`config.mk`:
```
export PLATFORM = sky130hd
export DESIGN_NAME = bomb_flame_ctrl
export DESIGN_NICKNAME = d
export VERILOG_FILES = /design/src/rtl/bomb_flame_ctrl.sv
export SDC_FILE = /design/constraint.sdc
export NUM_CORES = 2
export LEC_CHECK = 0
export CAP_MARGIN = 25
export CORE_UTILIZATION = 30
export DETAILED_ROUTE_END_ITERATION = 16
export MAX_ROUTING_LAYER = met4
export SYNTH_ARGS = -nofsm -noshare
export SYNTH_HDL_FRONTEND = slang
export SYNTH_SLANG_ARGS = --single-unit
```
`constraint.sdc`:
```
create_clock -name Frame_Clk -period 10.75 [get_ports Frame_Clk]
set_clock_uncertainty 0.05 [all_clocks]
set_input_delay 1.075 -clock Frame_Clk [delete_from_list [all_inputs] [get_ports Frame_Clk]]
set_output_delay 1.075 -clock Frame_Clk [all_outputs]
set_load 0.05 [all_outputs]
```
`src/rtl/bomb_flame_ctrl.sv`:
```
// Single-bomb controller for a 12x12 tile arena: fuse countdown, cross-shaped
// flame expansion that stops at walls, trees and the grid edge, then flame hold.
module bomb_flame_ctrl #(
    parameter int FUSE_FRAMES  = 120,
    parameter int FLAME_FRAMES = 30,
    parameter int RANGE        = 2
) (
    input  logic         Frame_Clk,
    input  logic         Reset_N,
    input  logic         Place_Req,
    input  logic [9:0]   Place_X,
    input  logic [9:0]   Place_Y,
    input  logic [143:0] Wall_Map,
    input  logic [143:0] Tree_Map,
    output logic [143:0] Bomb_Map,
    output logic [143:0] Flame_Map,
    output logic [143:0] Tree_Hit,
    output logic         Explode,
    output logic         Busy,
    output logic [1:0]   Fsm_State
);

    typedef enum logic [1:0] {IDLE = 2'd0, FUSE = 2'd1, EXPAND = 2'd2, FLAME = 2'd3} state_t;

    state_t         state, next_state;
    logic [15:0]    cnt;
    logic [3:0]     step;
    logic [3:0]     bomb_row, bomb_col;
    logic [7:0]     bomb_idx;
    logic [3:0]     active;
    logic [143:0]   tree_acc;

    // Placement decode: pixel centre to tile coordinates.
    logic [9:0] px_off, py_off, pcol_w, prow_w;
    logic [7:0] place_idx;
    logic       place_in_range, accept;

    assign px_off    = Place_X - 10'd20;
    assign py_off    = Place_Y - 10'd20;
    assign pcol_w    = px_off / 10'd40;
    assign prow_w    = py_off / 10'd40;
    assign place_idx = {4'b0, prow_w[3:0]} * 8'd12 + {4'b0, pcol_w[3:0]};

    assign place_in_range = (Place_X >= 10'd20) && (Place_X <= 10'd460) &&
                            (Place_Y >= 10'd20) && (Place_Y <= 10'd460) &&
                            (pcol_w < 10'd12) && (prow_w < 10'd12);

    assign accept = (state == IDLE) && Place_Req && place_in_range &&
                    !Wall_Map[place_idx] && !Tree_Map[place_idx];

    // Neighbour at distance 'step' in each direction: 0=L, 1=R, 2=U, 3=D.
    logic [4:0] col_plus, row_plus;
    logic [3:0] nb_r [4];
    logic [3:0] nb_c [4];
    logic       nb_in [4];
    logic [7:0] nb_idx [4];

    assign col_plus = {1'b0, bomb_col} + {1'b0, step};
    assign row_plus = {1'b0, bomb_row} + {1'b0, step};

    assign nb_in[0] = step <= bomb_col;
    assign nb_r[0]  = bomb_row;
    assign nb_c[0]  = bomb_col - step;
    assign nb_in[1] = col_plus <= 5'd11;
    assign nb_r[1]  = bomb_row;
    assign nb_c[1]  = col_plus[3:0];
    assign nb_in[2] = step <= bomb_row;
    assign nb_r[2]  = bomb_row - step;
    assign nb_c[2]  = bomb_col;
    assign nb_in[3] = row_plus <= 5'd11;
    assign nb_r[3]  = row_plus[3:0];
    assign nb_c[3]  = bomb_col;

    for (genvar d = 0; d < 4; d++) begin : g_nb_idx
        assign nb_idx[d] = {4'b0, nb_r[d]} * 8'd12 + {4'b0, nb_c[d]};
    end

    logic [143:0] mark_map, hit_map;
    logic [3:0]   deact;

    always_comb begin
        mark_map = '0;
        hit_map  = '0;
        deact    = '0;
        if (state == EXPAND) begin
            for (int d = 0; d < 4; d++) begin
                if (active[d]) begin
                    if (!nb_in[d]) begin
                        deact[d] = 1'b1;
                    end else if (Wall_Map[nb_idx[d]]) begin
                        deact[d] = 1'b1;
                    end else begin
                        mark_map[nb_idx[d]] = 1'b1;
                        if (Tree_Map[nb_idx[d]]) begin
                            hit_map[nb_idx[d]] = 1'b1;
                            deact[d]           = 1'b1;
                        end
                    end
                end
            end
        end
    end

    logic fuse_done, expand_last, flame_done;
    assign fuse_done   = (state == FUSE)   && (cnt == 16'd0);
    assign expand_last = (state == EXPAND) && (step == 4'(RANGE));
    assign flame_done  = (state == FLAME)  && (cnt == 16'd0);

    always_ff @(posedge Frame_Clk or negedge Reset_N) begin
        if (!Reset_N) state <= IDLE;
        else          state <= next_state;
    end

    always_comb begin
        next_state = state;
        case (state)
            IDLE:    if (accept)      next_state = FUSE;
            FUSE:    if (fuse_done)   next_state = EXPAND;
            EXPAND:  if (expand_last) next_state = FLAME;
            FLAME:   if (flame_done)  next_state = IDLE;
            default:                  next_state = IDLE;
        endcase
    end

    assign Busy      = (state != IDLE);
    assign Fsm_State = state;

    always_ff @(posedge Frame_Clk or negedge Reset_N) begin
        if (!Reset_N) begin
            cnt       <= '0;
            step      <= '0;
            bomb_row  <= '0;
            bomb_col  <= '0;
            bomb_idx  <= '0;
            active    <= '0;
            tree_acc  <= '0;
            Bomb_Map  <= '0;
            Flame_Map <= '0;
            Tree_Hit  <= '0;
            Explode   <= 1'b0;
        end else begin
            Explode  <= 1'b0;
            Tree_Hit <= '0;
            case (state)
                IDLE: begin
                    if (accept) begin
                        Bomb_Map[place_idx] <= 1'b1;
                        bomb_row <= prow_w[3:0];
                        bomb_col <= pcol_w[3:0];
                        bomb_idx <= place_idx;
                        cnt      <= 16'(FUSE_FRAMES - 1);
                    end
                end
                FUSE: begin
                    if (fuse_done) begin
                        Explode             <= 1'b1;
                        Flame_Map[bomb_idx] <= 1'b1;
                        active              <= 4'hF;
                        step                <= 4'd1;
                        tree_acc            <= '0;
                    end else begin
                        cnt <= cnt - 16'd1;
                    end
                end
                EXPAND: begin
                    Flame_Map <= Flame_Map | mark_map;
                    tree_acc  <= tree_acc | hit_map;
                    active    <= active & ~deact;
                    if (expand_last) begin
                        Bomb_Map <= '0;
                        Tree_Hit <= tree_acc | hit_map;
                        cnt      <= 16'(FLAME_FRAMES - 1);
                    end else begin
                        step <= step + 4'd1;
                    end
                end
                FLAME: begin
                    if (flame_done) Flame_Map <= '0;
                    else            cnt <= cnt - 16'd1;
                end
                default: ;
            endcase
        end
    end

endmodule

```
==> results.json <==
{
  "synth_top_cell_by_area": "dfrtp_1",
  "cts_tree": "built",
  "drtIter0Drc": 7915,
  "route.detailed.drc": 0,
  "dp_cells": 7718,
  "cts-resized-gates": 0,
  "cts.sink_count": 617,
  "path_class": "in2reg",
  "maxSlewHeadroom_pct": 14.9,
  "finalWorstSetupSlack_ns": 1.12,
  "period_needed_ns": 9.63,
  "cts_made_buffers": 72,
  "grt_overflow": 0,
  "synth_top_family_by_area": "compound AO/OA/AOI/OAI gates",
  "required_ns": 11.29,
  "die_x_um": 394,
  "track_usage_pct": 36.0,
  "start_util_pct": 30.3,
  "antenna_found_initial": 44,
  "coreArea_um2": 152000,
  "layout-drive-gt1-share_pct": 12.6,
  "h-tree-depth": 3,
  "synthTopCellsByCount": "688 x nor2_1, 617 x dfrtp_1, 510 x a21oi_1",
  "rows": 143,
  "via_per_inst": 6.46,
  "synth_ff_type": "dfrtp_1",
  "ir_drop_v": 0.000134,
  "syn_nets": 5611,
  "stdcell_area_um2": 58600,
  "ioPinCount": 747,
  "synth_compound_area_share_pct": 25.9,
  "dp_hpwl_um": 209000,
  "dp_slack_ns": 0.649,
  "place_area_um2": 55800,
  "ctsHoldBuffers": 0,
  "setup_viol": 0,
  "synth_edf_count": 0,
  "fin_crit_sh_pct": 89.6,
  "die_h_um": 394,
  "rsz0062_at_grt": "false",
  "cp_slowest_cell": "fa_2",
  "drtPass1Iterations": 11,
  "power_mw": 6.81,
  "cts_setup_buffers": 0,
  "grt_pass1_wl_um": 390000,
  "synth-simple-area-share_pct": 16.1,
  "drv_slew": 0,
  "p_leak_nw": 21.4,
  "ys_async_sr_fraction_pct": 100,
  "cp.arrival_ns": 10.17,
  "clockBufferDepth": 3,
  "clock_latency_ns": 0.70,
  "nNetsFinal": 6165,
  "status": "finished clean",
  "grt_pass1_vias": 48700,
  "worst_pin_slew_ns": 1.26,
  "max_cap_violations": 0,
  "synth_fa_ha_area_share_pct": 2.28,
  "critPathLaunchType": "primary input",
  "synth_mux_area_share_pct": 15.2,
  "finalSetupTns_ns": 0,
  "cts.clk_slew.worst_paths_ns": 0.06,
  "dr_total_vias": 51100,
  "yosysMostFrequentCell": "nor2_1",
  "wirelength_um": 280000,
  "die-area_um2": 155000,
  "finalHoldViolCount": 0,
  "synth.distinct_cells": 99,
  "critical_path.endpoint_type": "flop",
  "fmax_ghz": 0.104,
  "n_fill_cell": 15300,
  "min-delay-path-class": "in2async",
  "numPortBuffers": 746,
  "layout.cells.non_filler": 7911,
  "synth_xor_area_share_pct": 1.02,
  "power_density_nw_per_um2": 116,
  "routedWlPerCell_um": 35.3,
  "cp_common_cell": "o21ai_0",
  "crit_path_max_incr_delay_ns": 0.96,
  "yosysWarnings": 0,
  "synth_top_area_share_pct": 33.5,
  "synthCells": 5224,
  "cp_max_fo": 98,
  "place.gp.congestion": 1.08,
  "synth_area_per_cell_um2": 8.81,
  "antenna_left": 0,
  "synthTopCellsByArea": "dfrtp_1 34%, mux4_2 15%, nor2_1 5.6%",
  "area_delta_synth_final_pct": 27.3,
  "grt_max_degree": 186,
  "postLayoutCoreUtil_pct": 38.5,
  "cts_root_buf": "clkbuf_16",
  "syn-cell-area_um2": 46000,
  "seq_area_frac_synth_pct": 33.5,
  "holdWs_ns": 0.326,
  "yosys_register_bits": 617
}
==> placed cells by master (no fill, tap or decap), types with 24 or more instances in the layout <==
cell and instances:
nand4_1 24, xnor2_1 28, o21ai_0 365, nand2b_1 34
a222oi_1 57, mux4_2 297, o31ai_1 30, a221o_1 44
a22oi_1 24, inv_1 203, nor3_1 144, diode_2 44
o211ai_1 107, nand2_1 488, or3_1 28, a31oi_1 38
clkbuf_16 74, a221oi_1 77, nor2b_1 42, dfrtp_1 615
o221ai_1 77, buf_4 175, a211oi_1 64, ha_1 60
o21a_1 39, o22ai_1 108, a21oi_1 508, a22o_1 64
nand3_1 87, clkdlybuf4s50_1 745, nor2_1 673
==> per-layer routing <==
metal,part of all wire [%],wire length [µm],track usage (%),up-vias
li1,-,-,-,20900
met1,40,112000,46.5,25600
met2,42,117000,50.5,3826
met3,12,34300,11.9,836
met4,5.7,16000,16.7,0
met5,0,0,-,-
==> worst max-delay path, delay by kind of cell <==
family | cells | cell delay [ns]
AO/OA/AOI/OAI | 14 | 3.38
AND/OR/NAND/NOR | 7 | 1.95
buffers and inverters | 5 | 2.06
adder cells (fa/ha/maj) | 3 | 1.56
==> registers in the layout, summed over array words and instances (netlist names) <==
register,count
bomb_row,4
bomb_idx,6
Flame_Map,144
Tree_Hit,144
active,4
Fsm_State,2
Bomb_Map,144
cnt,16
Explode,1
tree_acc,144
bomb_col,4
step,4
==> power by group <==
group          total, mW  internal, mW  switching, mW
Clock               2.58          1.48           1.10
Combinational       1.91         0.581           1.32
Sequential          2.33          2.32        0.00181
==> final cells by class <==
class | instances | area, µm² | share of cell area, %
multi-input cells | 3939 | 28200 | 48.0
diodes | 44 | 110 | 0.188
repair buffers | 944 | 9130 | 15.6
clock buffers | 94 | 2030 | 3.46
well taps | 2030 | 2540 | 4.33
inverters | 204 | 767 | 1.31
flip-flops and latches | 617 | 15400 | 26.4
clock inverters | 39 | 438 | 0.747
==> cell families after synthesis <==
kind of cell | Yosys count
XOR/XNOR | 49
buffers and inverters | 668
multiplexers | 326
adder cells (fa/ha/maj) | 76
flip-flops | 617
AO/OA/AOI/OAI | 1799
AND/OR/NAND/NOR | 1689
==> final timing paths <==
check                                  start       endpoint  slack, ns  cells past startpoint
worst min register to register  tree_acc[31]   tree_acc[31]       0.43                      2
worst min-delay path                 Reset_N   Tree_Hit[19]       0.33                      1
max in group asynchronous            Reset_N  Flame_Map[34]       8.10                      3
min in group Frame_Clk          tree_acc[31]   tree_acc[31]       0.43                      2
worst max register to register   bomb_row[0]   tree_acc[62]       1.87                     17
worst max-delay path              Place_Y[2]  Bomb_Map[102]       1.12                     29
No activity file was read; power rests on OpenSTA's default activity.
